`config.mk`:
```
export PLATFORM = sky130hd
export DESIGN_NAME = mc_control_fsm_flat
export DESIGN_NICKNAME = d
export VERILOG_FILES = /design/src/rtl/mc_control_if.sv /design/src/rtl/mc_control_fsm.sv /design/src/flat_wrapper.sv
export SDC_FILE = /design/constraint.sdc
export NUM_CORES = 1
export LEC_CHECK = 0
export CAP_MARGIN = 10
export CORE_MARGIN = 8
export CORE_UTILIZATION = 30
export DETAILED_ROUTE_END_ITERATION = 12
export GPL_TIMING_DRIVEN = 0
export PLACE_DENSITY_LB_ADDON = 0.08
export SYNTH_ARGS = -nofsm -noshare
export SYNTH_HDL_FRONTEND = slang
export SYNTH_SLANG_ARGS = --single-unit
```
`constraint.sdc`:
```
create_clock -name clk -period 2.05 [get_ports clk]
set_input_delay 0.41 -clock clk [delete_from_list [all_inputs] [get_ports clk]]
set_output_delay 0.41 -clock clk [all_outputs]
set_load 0.02 [all_outputs]
```
`src/rtl/mc_control_if.sv`:
```
// Control bundle between the multicycle main FSM and the datapath/memory.
// The FSM takes the master side; the datapath takes the slave side.
interface mc_control_if #(
    parameter int unsigned FETCH_BEATS = 4
);
    logic [5:0]             op;
    logic                   zero;
    logic                   neg;
    logic                   mem_ready;

    logic                   memread;
    logic                   memwrite;
    logic                   alusrca;
    logic                   memtoreg;
    logic                   iord;
    logic                   regwrite;
    logic                   regdest;
    logic                   pcen;
    logic [1:0]             pcsource;
    logic [1:0]             alusrcb;
    logic [3:0]             aluop;
    logic [FETCH_BEATS-1:0] iwrite;
    logic                   halted;
    logic                   illegal_op;
    logic                   bus_error;
    logic [3:0]             state_o;

    modport master (
        input  op, zero, neg, mem_ready,
        output memread, memwrite, alusrca, memtoreg, iord, regwrite, regdest,
               pcen, pcsource, alusrcb, aluop, iwrite, halted, illegal_op, bus_error, state_o
    );

    modport slave (
        output op, zero, neg, mem_ready,
        input  memread, memwrite, alusrca, memtoreg, iord, regwrite, regdest,
               pcen, pcsource, alusrcb, aluop, iwrite, halted, illegal_op, bus_error, state_o
    );
endinterface

```
`src/rtl/mc_control_fsm.sv`:
```
// Multicycle main control FSM: byte-serial fetch, mem_ready wait states, flag-qualified
// branches, memory watchdog with sticky bus error, halted/illegal status.
module mc_control_fsm #(
    parameter int unsigned FETCH_BEATS = 4,
    parameter int unsigned TIMEOUT     = 255,
    parameter int unsigned TIMEOUT_W   = 8
) (
    input  logic          clk,
    input  logic          reset,
    mc_control_if.master  bus
);

    localparam int unsigned BeatW = (FETCH_BEATS > 1) ? $clog2(FETCH_BEATS) : 1;
    localparam logic [BeatW-1:0]     LastBeat = BeatW'(FETCH_BEATS - 1);
    localparam bit                   WdEn     = (TIMEOUT > 0);
    localparam logic [TIMEOUT_W-1:0] WdLast   = WdEn ? TIMEOUT_W'(TIMEOUT - 1) : '0;

    localparam logic [5:0] OpAddi = 6'b000000;
    localparam logic [5:0] OpSubi = 6'b000001;
    localparam logic [5:0] OpLw   = 6'b000010;
    localparam logic [5:0] OpSw   = 6'b000011;
    localparam logic [5:0] OpBeq  = 6'b000100;
    localparam logic [5:0] OpBlt  = 6'b000101;
    localparam logic [5:0] OpBgt  = 6'b000110;
    localparam logic [5:0] OpJ    = 6'b000111;
    localparam logic [5:0] OpExit = 6'b001000;

    localparam logic [3:0] AluAdd  = 4'b0010;
    localparam logic [3:0] AluSub  = 4'b0110;
    localparam logic [3:0] AluAnd  = 4'b0000;
    localparam logic [3:0] AluOr   = 4'b0001;
    localparam logic [3:0] AluXor  = 4'b0011;
    localparam logic [3:0] AluXnor = 4'b0100;
    localparam logic [3:0] AluNor  = 4'b1100;

    typedef enum logic [3:0] {
        StFetch  = 4'd0,
        StDecode = 4'd1,
        StJump   = 4'd2,
        StBranch = 4'd3,
        StExecA  = 4'd4,
        StMemAdr = 4'd6,
        StMemLw  = 4'd7,
        StMemSw  = 4'd8,
        StMemWb  = 4'd9,
        StExecI  = 4'd10,
        StHalt   = 4'd11
    } state_e;

    state_e               state_q, state_d;
    logic [BeatW-1:0]     beat_q, beat_d;
    logic [TIMEOUT_W-1:0] wd_q, wd_d;
    logic                 bus_error_q, bus_error_d;
    logic [3:0]           alu_fn_q, alu_fn_d;

    logic is_atype;
    logic op_legal;
    logic waiting;
    logic [3:0] atype_fn;

    // A-type is 111xxx; 111111 is left undefined.
    always_comb begin
        is_atype = (bus.op[5:3] == 3'b111) && (bus.op[2:0] != 3'b111);
        op_legal = is_atype || (bus.op inside {OpAddi, OpSubi, OpLw, OpSw, OpBeq, OpBlt, OpBgt,
                                               OpJ, OpExit});
        atype_fn = AluAdd;
        case (bus.op[2:0])
            3'b000:  atype_fn = AluAdd;
            3'b001:  atype_fn = AluSub;
            3'b010:  atype_fn = AluXor;
            3'b011:  atype_fn = AluXnor;
            3'b100:  atype_fn = AluAnd;
            3'b101:  atype_fn = AluOr;
            3'b110:  atype_fn = AluNor;
            default: atype_fn = AluAdd;
        endcase
    end

    always_comb begin
        state_d     = state_q;
        beat_d      = beat_q;
        bus_error_d = bus_error_q;
        alu_fn_d    = alu_fn_q;

        unique case (state_q)
            StFetch: begin
                if (bus.mem_ready) begin
                    if (beat_q == LastBeat) begin
                        beat_d  = '0;
                        state_d = StDecode;
                    end else begin
                        beat_d = beat_q + BeatW'(1);
                    end
                end
            end
            StDecode: begin
                // EXEC_A/EXEC_I must not depend on op after it leaves DECODE.
                if (is_atype) begin
                    state_d  = StExecA;
                    alu_fn_d = atype_fn;
                end else begin
                    case (bus.op)
                        OpAddi: begin state_d = StExecI; alu_fn_d = AluAdd; end
                        OpSubi: begin state_d = StExecI; alu_fn_d = AluSub; end
                        OpLw, OpSw:          state_d = StMemAdr;
                        OpBeq, OpBlt, OpBgt: state_d = StBranch;
                        OpJ:                 state_d = StJump;
                        OpExit:              state_d = StHalt;
                        default:             state_d = StFetch;
                    endcase
                end
            end
            StMemAdr: state_d = (bus.op == OpSw) ? StMemSw : StMemLw;
            StMemLw:  if (bus.mem_ready) state_d = StMemWb;
            StMemSw:  if (bus.mem_ready) state_d = StFetch;
            StExecA, StExecI, StMemWb, StBranch, StJump: state_d = StFetch;
            StHalt:   state_d = StHalt;
            default:  state_d = StFetch;
        endcase

        // A beat accepted in the expiry cycle takes priority over the timeout.
        waiting = (state_q inside {StFetch, StMemLw, StMemSw}) && !bus.mem_ready;
        if (WdEn && waiting && (wd_q == WdLast)) begin
            state_d     = StHalt;
            bus_error_d = 1'b1;
        end
        wd_d = (waiting && (state_d == state_q)) ? wd_q + TIMEOUT_W'(1) : '0;
    end

    always_ff @(posedge clk) begin
        if (reset) begin
            state_q     <= StFetch;
            beat_q      <= '0;
            wd_q        <= '0;
            bus_error_q <= 1'b0;
            alu_fn_q    <= AluAdd;
        end else begin
            state_q     <= state_d;
            beat_q      <= beat_d;
            wd_q        <= wd_d;
            bus_error_q <= bus_error_d;
            alu_fn_q    <= alu_fn_d;
        end
    end

    // Outputs are a pure decode of state, gated off while reset is held.
    always_comb begin
        bus.memread    = 1'b0;
        bus.memwrite   = 1'b0;
        bus.alusrca    = 1'b0;
        bus.memtoreg   = 1'b0;
        bus.iord       = 1'b0;
        bus.regwrite   = 1'b0;
        bus.regdest    = 1'b0;
        bus.pcen       = 1'b0;
        bus.pcsource   = 2'b00;
        bus.alusrcb    = 2'b00;
        bus.aluop      = 4'b0000;
        bus.iwrite     = '0;
        bus.halted     = 1'b0;
        bus.illegal_op = 1'b0;
        bus.bus_error  = 1'b0;
        bus.state_o    = 4'd0;

        if (!reset) begin
            bus.state_o   = state_q;
            bus.bus_error = bus_error_q;
            unique case (state_q)
                StFetch: begin
                    bus.memread = 1'b1;
                    bus.alusrcb = 2'b01;
                    bus.pcen    = bus.mem_ready;
                    for (int unsigned i = 0; i < FETCH_BEATS; i++) begin
                        bus.iwrite[i] = bus.mem_ready && (beat_q == BeatW'(i));
                    end
                end
                StDecode: begin
                    bus.alusrcb    = 2'b11;
                    bus.aluop      = AluAdd;
                    bus.illegal_op = !op_legal;
                end
                StExecA: begin
                    bus.alusrca  = 1'b1;
                    bus.regwrite = 1'b1;
                    bus.regdest  = 1'b1;
                    bus.aluop    = alu_fn_q;
                end
                StExecI: begin
                    bus.alusrca  = 1'b1;
                    bus.alusrcb  = 2'b10;
                    bus.regwrite = 1'b1;
                    bus.aluop    = alu_fn_q;
                end
                StMemAdr: begin
                    bus.alusrca = 1'b1;
                    bus.alusrcb = 2'b10;
                    bus.aluop   = AluAdd;
                end
                StMemLw: begin
                    bus.memread = 1'b1;
                    bus.iord    = 1'b1;
                end
                StMemWb: begin
                    bus.regwrite = 1'b1;
                    bus.memtoreg = 1'b1;
                end
                StMemSw: begin
                    bus.memwrite = 1'b1;
                    bus.iord     = 1'b1;
                end
                StBranch: begin
                    bus.alusrca  = 1'b1;
                    bus.aluop    = AluSub;
                    bus.pcsource = 2'b01;
                    bus.pcen     = ((bus.op == OpBeq) && bus.zero) ||
                                   ((bus.op == OpBlt) && bus.neg) ||
                                   ((bus.op == OpBgt) && !bus.zero && !bus.neg);
                end
                StJump: begin
                    bus.pcsource = 2'b10;
                    bus.pcen     = 1'b1;
                end
                StHalt:  bus.halted = 1'b1;
                default: ;
            endcase
        end
    end

endmodule

```
`src/flat_wrapper.sv`:
```
// flat-port wrapper written by rule: the top's interface ports become plain ports
module mc_control_fsm_flat 
#(
    parameter int unsigned FETCH_BEATS = 4,
    parameter int unsigned TIMEOUT     = 255,
    parameter int unsigned TIMEOUT_W   = 8
)
  (clk, reset, bus_op, bus_zero, bus_neg, bus_mem_ready, bus_memread, bus_memwrite, bus_alusrca, bus_memtoreg, bus_iord, bus_regwrite, bus_regdest, bus_pcen, bus_pcsource, bus_alusrcb, bus_aluop, bus_iwrite, bus_halted, bus_illegal_op, bus_bus_error, bus_state_o);
  mc_control_if #(.FETCH_BEATS(FETCH_BEATS)) bus_i ();
  input  logic clk;
  input  logic reset;
  input wire logic [$bits(bus_i.op)-1:0] bus_op;
  input wire logic [$bits(bus_i.zero)-1:0] bus_zero;
  input wire logic [$bits(bus_i.neg)-1:0] bus_neg;
  input wire logic [$bits(bus_i.mem_ready)-1:0] bus_mem_ready;
  output wire logic [$bits(bus_i.memread)-1:0] bus_memread;
  output wire logic [$bits(bus_i.memwrite)-1:0] bus_memwrite;
  output wire logic [$bits(bus_i.alusrca)-1:0] bus_alusrca;
  output wire logic [$bits(bus_i.memtoreg)-1:0] bus_memtoreg;
  output wire logic [$bits(bus_i.iord)-1:0] bus_iord;
  output wire logic [$bits(bus_i.regwrite)-1:0] bus_regwrite;
  output wire logic [$bits(bus_i.regdest)-1:0] bus_regdest;
  output wire logic [$bits(bus_i.pcen)-1:0] bus_pcen;
  output wire logic [$bits(bus_i.pcsource)-1:0] bus_pcsource;
  output wire logic [$bits(bus_i.alusrcb)-1:0] bus_alusrcb;
  output wire logic [$bits(bus_i.aluop)-1:0] bus_aluop;
  output wire logic [$bits(bus_i.iwrite)-1:0] bus_iwrite;
  output wire logic [$bits(bus_i.halted)-1:0] bus_halted;
  output wire logic [$bits(bus_i.illegal_op)-1:0] bus_illegal_op;
  output wire logic [$bits(bus_i.bus_error)-1:0] bus_bus_error;
  output wire logic [$bits(bus_i.state_o)-1:0] bus_state_o;
  assign bus_i.op = bus_op;
  assign bus_i.zero = bus_zero;
  assign bus_i.neg = bus_neg;
  assign bus_i.mem_ready = bus_mem_ready;
  assign bus_memread = bus_i.memread;
  assign bus_memwrite = bus_i.memwrite;
  assign bus_alusrca = bus_i.alusrca;
  assign bus_memtoreg = bus_i.memtoreg;
  assign bus_iord = bus_i.iord;
  assign bus_regwrite = bus_i.regwrite;
  assign bus_regdest = bus_i.regdest;
  assign bus_pcen = bus_i.pcen;
  assign bus_pcsource = bus_i.pcsource;
  assign bus_alusrcb = bus_i.alusrcb;
  assign bus_aluop = bus_i.aluop;
  assign bus_iwrite = bus_i.iwrite;
  assign bus_halted = bus_i.halted;
  assign bus_illegal_op = bus_i.illegal_op;
  assign bus_bus_error = bus_i.bus_error;
  assign bus_state_o = bus_i.state_o;
  mc_control_fsm #(.FETCH_BEATS(FETCH_BEATS), .TIMEOUT(TIMEOUT), .TIMEOUT_W(TIMEOUT_W)) u_core (.clk(clk), .reset(reset), .bus(bus_i));
endmodule
```
==> results of run 1 <==
==> cell type report <==
| class | instances | area share |
|---|---|---|
| multi-input combinational | 171 | 0.548 |
| timing repair buffer | 54 | 0.171 |
| sequential | 19 | 0.156 |
| buffer | 13 | 0.0604 |
| tap | 70 | 0.0344 |
| clock buffer | 3 | 0.0162 |
| inverter | 8 | 0.0118 |
| clock inverter | 1 | 0.00197 |
==> worst max-delay path by stage <==
stage / start / to / slack (ps)
after global placement: bus_op[1] / bus_pcen / -1410
final: bus_op[1] / bus_pcen / -190
after global routing: bus_op[1] / bus_pcen / -260
after floorplan: bus_op[3] / u_core.wd_q[0]$_SDFF_PP0_ / -170
after detailed placement: bus_op[1] / bus_pcen / -1410
after CTS: bus_op[1] / bus_pcen / -180
==> repair_timing <==
action                                 in CTS  in global routing
gates resized for setup                   145                 70
setup buffers                               8                 10
pin swaps                                  19                 15
endpoints found under the hold margin       0                  0
setup endpoints to repair                  36                 30
==> metrics by stage <==
stage / power, W / setup slack [ps] / hold WS, ps
finish: 0.000811 / -189 / 461
global route: 0.000854 / -260 / 474
CTS: 0.000806 / -182 / 472
detailed placement: 0.000531 / -1410 / 453
global placement: 0.000531 / -1410 / 450
floorplan: 0.000473 / -174 / 432
==> kinds of logic (layout without fill, tap and decap cells) <==
kind of cell,Yosys count,after routing,share of synthesized area
multiplexers,2,2,0.0124
adder cells (fa/ha/maj),6,6,0.0467
flip-flops,19,19,0.236
XOR/XNOR,8,8,0.0435
buffers and inverters,22,79,0.0568
AO/OA/AOI/OAI,49,49,0.248
AND/OR/NAND/NOR,106,106,0.356
==> synthesized netlist by cell type, types with 5 or more instances <==
library cell / instances / area (um^2)
dfxtp_1: 19 / 380
nor3_1: 9 / 45.0
nand2_1: 20 / 75.1
and3_1: 5 / 31.3
a211oi_1: 10 / 75.1
and2_1: 5 / 31.3
clkbuf_1: 11 / 41.3
nor4_1: 5 / 31.3
ha_1: 6 / 75.1
nor2b_1: 11 / 68.8
nor2_1: 20 / 75.1
xnor2_1: 6 / 52.6
a21oi_1: 11 / 55.1
inv_1: 8 / 30.0
nand3_1: 9 / 45.0
==> registers in the layout, summed over array words and instances, names as in the netlist <==
| name | count |
|---|---|
| u_core.state_q | 4 |
| u_core.bus_error_q | 1 |
| u_core.beat_q | 2 |
| u_core.wd_q | 8 |
| u_core.alu_fn_q | 4 |
==> per-layer routing <==
layer,share of wire,wire [um],up-vias
met1,0.47,2450,790
met3,0.062,326,4
met5,0,0,-
met2,0.46,2420,42
met4,0.0057,30,0
li1,-,-,893
==> placed cells by master, fill, tap and decap left out, drive strengths merged, types with 3 or more instances in the layout <==
master and instances:
buf 37, clkbuf 22, nand2 20, nor2 20, dfxtp 19, a21oi 11, nor2b 11, a211oi 10
nor3 10, nand3 9, inv 8, xnor2 6, ha 6, and2 5, and3 5, nor4 5
a2111oi 5, o21ai 5, nand3b 4, dlygate4sd2 4, nand2b 4, clkdlybuf4s15 4, nand4 3, a2bb2oi 3
o22ai 3
==> worst register-to-register path: cells and delay by family, from the launching register on <==
kind                       cells  cell delay (ps)
AOI/OAI and AO/OA              2              420
buffers and inverters          1               50
adders and majority gates      1              210
DFF                            1              390
and+or+nand+nor                3              870
==> report_power, final <==
group	leakage [nW]	internal, W	switching [W]
sequential	0.157	0.000370	0.00000753
clock	0.0255	0.000135	0.000131
combinational	0.862	0.0000762	0.0000920
total	1.04	0.000581	0.000230
==> flow_metrics.env, run 1 <==
export IMPL_status="finished with violations"
export IMPL_violations="negative setup slack"
export IMPL_drc=0
export IMPL_initial_utilization=0.313
export IMPL_numCtsBuffers=3
export IMPL_grt_start_max_net_pins=12
export IMPL_io_buffers=36
export IMPL_grt_overflow=0
export IMPL_multi_input_area_mm2=0.00140
export IMPL_dp_hpwl_um=3690
export IMPL_core_area_mm2=0.00514
export IMPL_cts_tree="yes"
export IMPL_netlist_area_mm2=0.00161
export IMPL_setup_viol=3
export IMPL_drt_iter0_drc=42
export IMPL_syn_inst=212
export IMPL_post_route_period_util=1.09
export IMPL_antenna_cells=0
export IMPL_ff2ff_setup_slack_ps=0
export IMPL_rows=26
export IMPL_instances_no_fill=339
export IMPL_cellLeakagePower_nw=1.04
export IMPL_cp_cell_sequence="buf_8 -> clkbuf_16 -> nor2b_1 -> o21bai_2 -> a2111oi_4 -> o21ai_1 -> a211oi_2 -> buf_4"
export IMPL_busiest_layer="met2"
export IMPL_drive_above_1_share=0.416
export IMPL_min_period_ps=2240
export IMPL_drt_pass1_iterations=4
export IMPL_synth_top_flop_cell="dfxtp_1"
export IMPL_drt_antenna_violating_nets=0
export IMPL_ctsHoldBuffers=0
export IMPL_yosysSeqAreaShare=0.236
export IMPL_area_growth_pct=58.2
export IMPL_critical_path_required_ps=1640
export IMPL_finClkSkew_ps=5.04
export IMPL_maxSlewHeadroom=0.742
export IMPL_clockBufferDepth=2
export IMPL_finalHoldViolations=0
export IMPL_grt_antenna_before_repair=0
export IMPL_critPathSlowestCell="a2111oi_4"
export IMPL_place_gp_congestion=0.830
export IMPL_die_width_um=89.2
export IMPL_hold_depth=1
export IMPL_crit_cells=8
export IMPL_hp_class="flip-flop to flip-flop"
export IMPL_ioPinCount=38
export IMPL_start_kind="input pin"
export IMPL_drt_wl_total_um=5230
export IMPL_vias_per_cell=5.10
export IMPL_power_density_mw_per_mm2=319
export IMPL_synthArstFlopShare=0
export IMPL_holdPathEnd="u_core.wd_q[0]$_SDFF_PP0_"
export IMPL_die_h_um=89.2
export IMPL_crit_path_max_fanout=6
export IMPL_synth_distinct_cells=48
export IMPL_fin_nets=287
export IMPL_path_buf_inv=3
export IMPL_die_area_mm2=0.00796
export IMPL_placement_cell_area_mm2=0.00211
export IMPL_final_area_mm2=0.00255
export IMPL_cts_max_level=1
export IMPL_ys_seq_elements=19
export IMPL_wl_per_cell_um=15.4
export IMPL_cts_root_buf="clkbuf_8"
export IMPL_setup_slack_ps=-189
export IMPL_reg2reg_from="u_core.wd_q[0]$_SDFF_PP0_"
export IMPL_maxCapViolations=0
export IMPL_n_fill_cell=565
export IMPL_grt_pass1_vias=1707
export IMPL_dr_total_vias=1729
export IMPL_synth_edff_count=0
export IMPL_grt_pass1_wl_um=8490
export IMPL_utilization=0.495
export IMPL_grt_use_met3=0.0230
export IMPL_setup_tns_ps=-218
export IMPL_cts_sinks=19
export IMPL_cp_slowest_stage_delay_ps=400
export IMPL_clk_insertion_delay_late_ps=260
export IMPL_timing_rr_end="u_core.wd_q[0]$_SDFF_PP0_"
export IMPL_syn_avg_cell_area_um2=7.59
export IMPL_slew_viol_final=0
export IMPL_seqCellArea_um2=397
export IMPL_use_met1=0.178
export IMPL_path_clk_slew_ps=80
export IMPL_path_delay_family="compound AO/OA/AOI/OAI gates"
export IMPL_tightest_slew_ps=385
export IMPL_synth_net_count=229
export IMPL_max_clock_freq_mhz=447
export IMPL_peakVddDrop_mv=0.171
export IMPL_gr_usage_all_layers=0.133
export IMPL_r2r_cells=7
export IMPL_cp_arrival_ps=1830
export IMPL_hold_start="u_core.wd_q[0]$_SDFF_PP0_"
export IMPL_yosysWarnings=0
export IMPL_path_class="input pin to output pin"
export IMPL_grtUsageMet2=0.214
export IMPL_dp_cells=318
export IMPL_endpoint_kind="output pin"
export IMPL_rsz0062_at_grt="yes"
Note: power is estimated with default switching activity, not from simulation.
==> run 2: changes to the inputs <==
Settings changed: ABC_AREA set to 1, MAX_ROUTING_LAYER set to met4.
==> flow_metrics.env, run 2 <==
export IMPL_dp_hpwl_um=3220
export IMPL_drt_antenna_violating_nets=0
export IMPL_peakVddDrop_mv=0.381
export IMPL_path_buf_inv=3
export IMPL_cts_max_level=1
export IMPL_max_clock_freq_mhz=503
export IMPL_tightest_slew_ps=284
export IMPL_ioPinCount=38
export IMPL_path_delay_family="buffers and inverters"
export IMPL_drive_above_1_share=0.212
export IMPL_yosysSeqAreaShare=0.270
export IMPL_path_class="input pin to output pin"
export IMPL_die_h_um=84.6
export IMPL_numCtsBuffers=3
export IMPL_place_gp_congestion=0.788
export IMPL_power_density_mw_per_mm2=405
export IMPL_hp_class="flip-flop to flip-flop"
export IMPL_setup_slack_ps=62.0
export IMPL_layout_commonest_cell="nor2_1"
export IMPL_syn_avg_cell_area_um2=6.10
export IMPL_grt_pass1_vias=1484
export IMPL_grt_pass1_wl_um=6840
export IMPL_wl_per_cell_um=12.2
export IMPL_reg2reg_from="u_core.state_q[2]$_SDFF_PP0_"
export IMPL_netlist_area_leader_share=0.270
export IMPL_setup_viol=0
export IMPL_total_power_w=0.000770
export IMPL_ctsHoldBuffers=0
export IMPL_vias_per_cell=4.72
export IMPL_final_area_mm2=0.00190
export IMPL_die_width_um=84.6
export IMPL_cp_slowest_stage_delay_ps=510
export IMPL_start_kind="input pin"
export IMPL_initial_utilization=0.305
export IMPL_synth_top_area_cell="dfxtp_1"
export IMPL_finalHoldViolations=0
export IMPL_finClkSkew_ps=2.60
export IMPL_maxCapViolations=0
export IMPL_slew_viol_final=0
export IMPL_crit_path_max_fanout=10
export IMPL_hold_slack_ps=457
export IMPL_rows=25
export IMPL_synth_distinct_cells=25
export IMPL_status="finished, final reports clean"
export IMPL_die_area_mm2=0.00715
export IMPL_area_growth_pct=34.9
export IMPL_drt_iter0_drc=50
export IMPL_syn_inst=231
export IMPL_ff2ff_setup_slack_ps=480
export IMPL_utilization=0.411
export IMPL_synth_commonest_cells="48 x nor2_1, 42 x nand2_1, 36 x inv_1"
export IMPL_grt_start_max_net_pins=12
export IMPL_largest_register="u_core.wd_q"
export IMPL_antenna_cells=0
export IMPL_cts_root_buf="clkbuf_8"
export IMPL_largest_reg_flops=8
export IMPL_rsz0062_at_grt="yes"
export IMPL_critPathLaunch="reset"
export IMPL_cts_tree="yes"
export IMPL_yosys_top_cells_area="dfxtp_1 27%, nor2_1 13%, nand2_1 11%"
export IMPL_gr_usage_all_layers=0.117
export IMPL_ys_seq_elements=19
export IMPL_endpoint_kind="output pin"
export IMPL_post_place_ws_ps=-837
export IMPL_placement_cell_area_mm2=0.00185
export IMPL_synthArstFlopShare=0
export IMPL_synth_top_flop_cell="dfxtp_1"
export IMPL_maxSlewHeadroom=0.810
export IMPL_n_fill_cell=530
export IMPL_min_period_ps=1990
export IMPL_cts_sinks=19
export IMPL_path_clk_slew_ps=70
export IMPL_clk_insertion_delay_late_ps=250
export IMPL_reg_largest_list="u_core.wd_q: 8 flops, u_core.alu_fn_q: 4 flops, u_core.state_q: 4 flops"
export IMPL_clockBufferDepth=2
export IMPL_yosysWarnings=0
export IMPL_yosysMostFrequentCell="nor2_1"
export IMPL_critPathSlowestCell="clkdlybuf4s50_1"
export IMPL_fin_nets=292
export IMPL_grt_overflow=0
export IMPL_io_buffers=37
export IMPL_mostFrequentLayoutCells="43 x nor2_1, 39 x nand2_1, 35 x inv_1, 17 x nand3_1, 15 x dfxtp_1"
export IMPL_synth_net_count=248
export IMPL_drt_pass1_iterations=4
export IMPL_critical_path_required_ps=1640
export IMPL_drc=0
export IMPL_netlist_area_mm2=0.00141
export IMPL_cellLeakagePower_nw=0.922
export IMPL_core_area_mm2=0.00463
export IMPL_synth_edff_count=0
export IMPL_drt_wl_total_um=4020
export IMPL_dr_total_vias=1549
export IMPL_hold_start="u_core.bus_error_q$_SDFFE_PP0P_"
export IMPL_cp_cell_sequence="clkdlybuf4s50_1 -> clkbuf_2 -> nor2_1 -> dlygate4sd2_1"
export IMPL_multi_input_area_um2=923
export IMPL_cp_arrival_ps=1580
export IMPL_seqCellArea_um2=390
export IMPL_grt_antenna_before_repair=0
export IMPL_post_route_period_util=0.970
run 2: layout make-up:
cell class | instances | share of cell area
clock buffers | 3 | 0.0217
multi-input cells | 172 | 0.486
flip-flops and latches | 19 | 0.205
plain buffers | 3 | 0.0125
clock inverters | 1 | 0.00263
well taps | 54 | 0.0355
inverters | 37 | 0.0743
repair buffers | 39 | 0.163
run 2: what timing repair did:
item / CTS / global route
gates resized for setup: 91 / 32
pin swaps: 1 / 2
setup endpoints to repair: 27 / 22
buffers inserted: 0 / 2
run 2: worst register-to-register path, stage by stage (launching register included):
cell and delay [ps]:
dfxtp_2 430, nor2_4 70, nand2_1 120, inv_1 90, nand2_2 100, nor2_1 60
nor2_1 140, nand3_1 110, nand2_1 70, nand2_1 50, nand2_2 160, nor2_1 60
run 2: cell families after synthesis:
group           share of synthesized area
flops                               0.270
xor+xnor                           0.0373
buf+inv                             0.106
simple gates                        0.414
fa+ha+maj                          0.0532
compound gates                      0.119
run 2: final timing paths:
check,depth (start not counted),end
hold / removal,2,u_core.bus_error_q$_SDFFE_PP0P_
setup / recovery,4,bus_memwrite
hold reg to reg,2,u_core.bus_error_q$_SDFFE_PP0P_
setup reg to reg,11,u_core.wd_q[7]$_SDFF_PP0_
run 2: routing by layer:
metal | wire (um) | GRT usage
met1 | 1900 | 0.137
met2 | 1840 | 0.190
met3 | 260 | 0.0390
met4 | 19 | 0.0194
met5 | 0 | -
run 2: through the flow:
stage,std cells,TNS (ps)
4_1_cts,326,-54.6
3_3_place_gp,322,-14750
3_5_place_dp,322,-14610
6_report,328,0
2_1_floorplan,231,0
5_1_grt,328,-46.7
run 2: where the power goes:
| part | internal, W | leakage, nW | switching [W] |
|---|---|---|---|
| Sequential | 0.000373 | 0.157 | 0.00000593 |
| Combinational | 0.0000503 | 0.740 | 0.0000826 |
| Clock | 0.000135 | 0.0255 | 0.000123 |
==> run 3: changes to the inputs <==
Settings changed: CAP_MARGIN 10 to 5.
Clock period 2.05 ns to 1.65 ns, I/O delays scaled along.
==> flow_metrics.env, run 3 (synthesis gave the netlist of run 2 again) <==
export IMPL_tightest_slew_ps=259
export IMPL_setup_viol=14
export IMPL_drt_pass1_iterations=4
export IMPL_area_growth_pct=58.4
export IMPL_drt_iter0_drc=36
export IMPL_endpoint_kind="output pin"
export IMPL_drt_antenna_violating_nets=0
export IMPL_path_clk_slew_ps=70
export IMPL_met1Wirelength_um=2080
export IMPL_ioPinCount=38
export IMPL_r2r_cells=10
export IMPL_fin_nets=311
export IMPL_met3_length_um=238
export IMPL_critPathLaunch="u_core.state_q[0]$_SDFF_PP0_"
export IMPL_antenna_cells=0
export IMPL_cts_root_buf="clkbuf_8"
export IMPL_largest_reg_flops=8
export IMPL_io_buffers=37
export IMPL_cp_cell_sequence="inv_6 -> nand2_4 -> nor2_4 -> nor2_4 -> inv_2 -> nand2_2 -> a21oi_2 -> buf_6"
export IMPL_post_route_period_util=1.06
export IMPL_timing_rr_end="u_core.wd_q[7]$_SDFF_PP0_"
export IMPL_setup_tns_ps=-727
export IMPL_wl_per_cell_um=13.1
export IMPL_die_h_um=84.6
export IMPL_hp_class="flip-flop to flip-flop"
export IMPL_initial_utilization=0.305
export IMPL_grt_pass1_wl_um=7370
export IMPL_die_width_um=84.6
export IMPL_layout_commonest_cell="nor2_1"
export IMPL_maxSlewHeadroom=0.826
export IMPL_core_area_mm2=0.00463
export IMPL_maxCapViolations=0
export IMPL_setup_slack_ps=-103
export IMPL_post_place_ws_ps=-1080
export IMPL_cts_sinks=19
export IMPL_critPathSlowestCell="dfxtp_4"
export IMPL_highest_layer="met4"
export IMPL_rows=25
export IMPL_p_seq_frac=0.473
export IMPL_path_buf_inv=3
export IMPL_p_sw_w=0.000277
export IMPL_slew_viol_final=0
export IMPL_peakVddDrop_mv=0.472
export IMPL_comb_power_share=0.205
export IMPL_vias_per_cell=4.84
export IMPL_clk_insertion_delay_late_ps=250
export IMPL_status="finished with violations"
export IMPL_die_area_mm2=0.00715
export IMPL_dp_cells=322
export IMPL_reg_largest_list="u_core.wd_q: 8 flops, u_core.alu_fn_q: 4 flops, u_core.state_q: 4 flops"
export IMPL_min_period_ps=1750
export IMPL_power_density_mw_per_mm2=443
export IMPL_dr_total_vias=1678
export IMPL_dp_hpwl_um=3220
export IMPL_gr_usage_all_layers=0.126
export IMPL_rsz0062_at_grt="yes"
export IMPL_finClkSkew_ps=3.42
export IMPL_utilization=0.482
export IMPL_mostFrequentLayoutCells="33 x nor2_1, 32 x buf_4, 30 x nand2_1, 26 x inv_1"
export IMPL_worstSetupEndpoint="bus_aluop[1]"
export IMPL_max_clock_freq_mhz=571
export IMPL_cp_slowest_stage_delay_ps=390
export IMPL_instances_no_fill=347
export IMPL_cts_tree="yes"
export IMPL_grt_pass1_vias=1618
export IMPL_crit_cells=8
export IMPL_worst_path_most_repeated_cell="nor2_4"
export IMPL_dr_wl_met2_um=2170
export IMPL_place_gp_congestion=0.788
export IMPL_numCtsBuffers=3
export IMPL_finalHoldViolations=0
export IMPL_swShare=0.281
export IMPL_hold_slack_ps=461
export IMPL_reg2reg_from="u_core.state_q[2]$_SDFF_PP0_"
export IMPL_cp_arrival_ps=1420
export IMPL_start_kind="flip-flop"
export IMPL_cts_max_level=1
export IMPL_intPower_w=0.000711
export IMPL_pwr_share_clk=0.322
export IMPL_largest_register="u_core.wd_q"
export IMPL_violations="negative setup slack"
export IMPL_grt_antenna_before_repair=0
export IMPL_crit_path_max_fanout=7
export IMPL_clockBufferDepth=2
export IMPL_critical_path_required_ps=1320
export IMPL_path_delay_family="flip-flops"
export IMPL_drt_wl_total_um=4550
export IMPL_ff2ff_setup_slack_ps=120
export IMPL_drc=0
export IMPL_grt_start_max_net_pins=12
export IMPL_path_class="flip-flop to output pin"
export IMPL_drive_above_1_share=0.413
export IMPL_grt_overflow=0
export IMPL_cellLeakagePower_nw=1.01
==> run 3: worst min-delay path by stage <==
| stage | from | to | cells after the start |
|---|---|---|---|
| after floorplan | u_core.wd_q[0]$_SDFF_PP0_ | u_core.wd_q[0]$_SDFF_PP0_ | 1 |
| after global placement | u_core.bus_error_q$_SDFFE_PP0P_ | u_core.bus_error_q$_SDFFE_PP0P_ | 2 |
| after detailed placement | u_core.bus_error_q$_SDFFE_PP0P_ | u_core.bus_error_q$_SDFFE_PP0P_ | 2 |
| after CTS | u_core.bus_error_q$_SDFFE_PP0P_ | u_core.bus_error_q$_SDFFE_PP0P_ | 2 |
| after global routing | u_core.alu_fn_q[0]$_SDFFE_PP0P_ | u_core.alu_fn_q[0]$_SDFFE_PP0P_ | 2 |
| final | u_core.bus_error_q$_SDFFE_PP0P_ | u_core.bus_error_q$_SDFFE_PP0P_ | 2 |
==> run 3: area by class of cell <==
| cell class | count | area, um^2 |
|---|---|---|
| clock buffers | 3 | 41.3 |
| inverters | 37 | 149 |
| repair buffers | 58 | 460 |
| multi-input cells | 172 | 1080 |
| well taps | 54 | 67.6 |
| plain buffers | 3 | 35.0 |
| fillers | 485 | 2400 |
| clock inverters | 1 | 5.00 |
| flip-flops and latches | 19 | 395 |
==> run 3: worst min-delay path, cell delays in order, from the launching register on <==
cell and delay, ps:
dfxtp_1 300, inv_1 60, a21oi_1 60
==> run 3: through the flow <==
step | instance area [um^2] | total power, W
floorplan | 1410 | 0.000575
global placement | 1850 | 0.000647
detailed placement | 1850 | 0.000648
CTS | 2060 | 0.000981
global route | 2230 | 0.00105
finish | 2230 | 0.000989
==> run 3: power groups by stage <==
stage / Clock (W) / Combinational (W) / Sequential, W
global route: 0.000356 / 0.000226 / 0.000469
global placement: 0 / 0.000163 / 0.000484
floorplan: 0 / 0.0000919 / 0.000483
CTS: 0.000333 / 0.000180 / 0.000468
finish: 0.000318 / 0.000202 / 0.000468
detailed placement: 0 / 0.000163 / 0.000485
==> run 3: repair_timing <==
item / 4_1_cts / 5_1_grt
setup buffers: 15 / 6
hold buffers: 0 / 0
gates resized for setup: 190 / 49
setup endpoints to repair: 37 / 31
pin swaps: 14 / 12
==> run 3: layer usage <==
| layer | vias up | track usage |
|---|---|---|
| met4 | 0 | 0.0275 |
| met1 | 759 | 0.146 |
| met3 | 8 | 0.0361 |
| li1 | 865 | - |
| met2 | 46 | 0.209 |
| met5 | - | - |
==> variant, RTL diff (settings of run 1) <==
`TIMEOUT_W` is set to 8 in 2 places; all go to 12.
--- a/src/rtl/mc_control_fsm.sv
+++ b/src/rtl/mc_control_fsm.sv
@@ -3,7 +3,7 @@
 module mc_control_fsm #(
     parameter int unsigned FETCH_BEATS = 4,
     parameter int unsigned TIMEOUT     = 255,
-    parameter int unsigned TIMEOUT_W   = 8
+    parameter int unsigned TIMEOUT_W   = 12
 ) (
     input  logic          clk,
     input  logic          reset,
--- a/src/flat_wrapper.sv
+++ b/src/flat_wrapper.sv
@@ -3,7 +3,7 @@
 #(
     parameter int unsigned FETCH_BEATS = 4,
     parameter int unsigned TIMEOUT     = 255,
-    parameter int unsigned TIMEOUT_W   = 8
+    parameter int unsigned TIMEOUT_W   = 12
 )
   (clk, reset, bus_op, bus_zero, bus_neg, bus_mem_ready, bus_memread, bus_memwrite, bus_alusrca, bus_memtoreg, bus_iord, bus_regwrite, bus_regdest, bus_pcen, bus_pcsource, bus_alusrcb, bus_aluop, bus_iwrite, bus_halted, bus_illegal_op, bus_bus_error, bus_state_o);
   mc_control_if #(.FETCH_BEATS(FETCH_BEATS)) bus_i ();
Check against the original RTL: same outputs for any inputs over 10 cycles, from zero or initial values and one cycle with reset high; that may be too few to reach the edited logic, so the function may still have changed.
==> variant against run 1 <==
- the flow still finishes with violations (negative setup slack)
- worst setup slack got worse by 0.20 ns
- combinational power increased by 9.5%
- hold slack improved by 0.0027 ns
- synthesized area increased by 19%
- wire length increased by 17%
- sequential cell count increased by 4
- design area increased by 20%
- power increased by 16%
- sequential power increased by 20%
- via count increased by 16%
- critical endpoint is now u_core.wd_q[4]
- largest power group unchanged
==> variant: results (changes against run 1) <==
| Metric | Value |
|---|---|
| Crit path arrival time | `2.61 ns (+0.78 ns)` |
| Final WS setup | `-0.389 ns (-0.200 ns)` |
| Post-CTS setup buffers | `23 (+15)` |
| Avg WL per Cell | `15.8 um (+2.7%)` |
| Clock buf/inv share | `0.0151 (-0.00305)` |
| Global-route wire length before repair | `10.0 mm (+18%)` |
| Hold slack | `0.464 ns (+0.00269 ns)` |
| Vias per cell | `5.20 (+2.0%)` |
| Vias in the first global route | `1963 (+15%)` |
| Hold path depth | `2 (+1)` |
| Leak Pwr | `1.21 nW (+16%)` |
| Initial core utilization | `0.306 (-0.00671)` |
| Pwr Density | `307 mW/mm^2 (-3.6%)` |
| Multi-input gate count | `191 (+12%)` |
| Synth top area cells | `dfxtp_1 24%, a2111oi_2 7.1%, nor2_1 6.3%` |
| R2R Path End | `u_core.wd_q[4]` |
| HP Start | `u_core.alu_fn_q[2]` |
| Clock network power | `0.000303 W (+14%)` |
| Failing checks | `negative setup slack` |
| Worst Clk Skew | `0.00459 ns (-0.000455 ns)` |
| Worst Hold Path EP | `u_core.alu_fn_q[2]` |
| R2R cell count | `5 (-2)` |
| Met1 WL | `2.87 mm (+17%)` |
| Largest net degree at the start of global routing | `14 (+2)` |
| Sequential share of the synthesized area | `0.241 (+0.00445)` |
| Syn Nets | `253 (+10%)` |
| Post-CTS resize count | `182 (+26%)` |
| Non-CTS buffers | `84 (+25%)` |
| Net count, final | `328 (+14%)` |
| Run status | `finished with violations` |
| DP HPWL | `4.00 mm (+8.5%)` |
| Sequential cell count | `23 (+4)` |
| Setup Viol. Count Final | `21 (+18)` |
| Row count | `29 (+12%)` |
| Routed wl met2 | `2.90 mm (+20%)` |
| Area of the multi-input gates | `0.00164 mm^2 (+17%)` |
| Met2 GRT Util | `0.226 (+0.0121)` |
| DR iter-0 viols | `72 (+71%)` |
| Layout non-clock buf frac | `0.251 (+0.0193)` |
| GPL Wtd Cong | `0.805 (-3.0%)` |
| Max VDD drop | `192 uV (+12%)` |
| Synth cell types | `61 (+27%)` |
| Slowest cell on crit path | `a2111o_4` |
| P_comb | `0.000184 W (+9.5%)` |
| Met3 WL | `297 um (-8.9%)` |
| Worst Path Max Fanout | `5 (-1)` |
| Commonest cells post-synth | `32 x nor2_1, 23 x dfxtp_1, 18 x nand2_1` |
| Total GRT Usage | `0.135 (+0.00219)` |
| Critical path launch point | `bus_op[2]` |
## variant: cell count changes after synthesis, moves of 4 or more
cell       change
xor2_1         +5
nor2_1        +12
a211oi_1       -7
a2111oi_2      +9
dfxtp_1        +4
## variant: cells by family (layout without fill, tap and decap cells)
kind of cell | after synthesis | after routing | synth area share
xor gates and xnor gates | 12 | 12 | 0.0550
buffers and inverters | 24 | 96 | 0.0746
DFF | 23 | 23 | 0.241
and+or+nand+nor | 114 | 114 | 0.322
muxes | 4 | 4 | 0.0216
adders and majority gates | 6 | 6 | 0.0393
AOI/OAI and AO/OA | 53 | 55 | 0.247
## variant: stage by stage
| stage | setup slack (ns) | util | std cells |
|---|---|---|---|
| after floorplan | -0.544 | - | 236 |
| after global placement | -1.13 | 0.384 | 349 |
| after detailed placement | -1.12 | 0.384 | 349 |
| after CTS | -0.466 | 0.468 | 377 |
| after global routing | -0.435 | 0.490 | 387 |
| final | -0.389 | 0.490 | 387 |
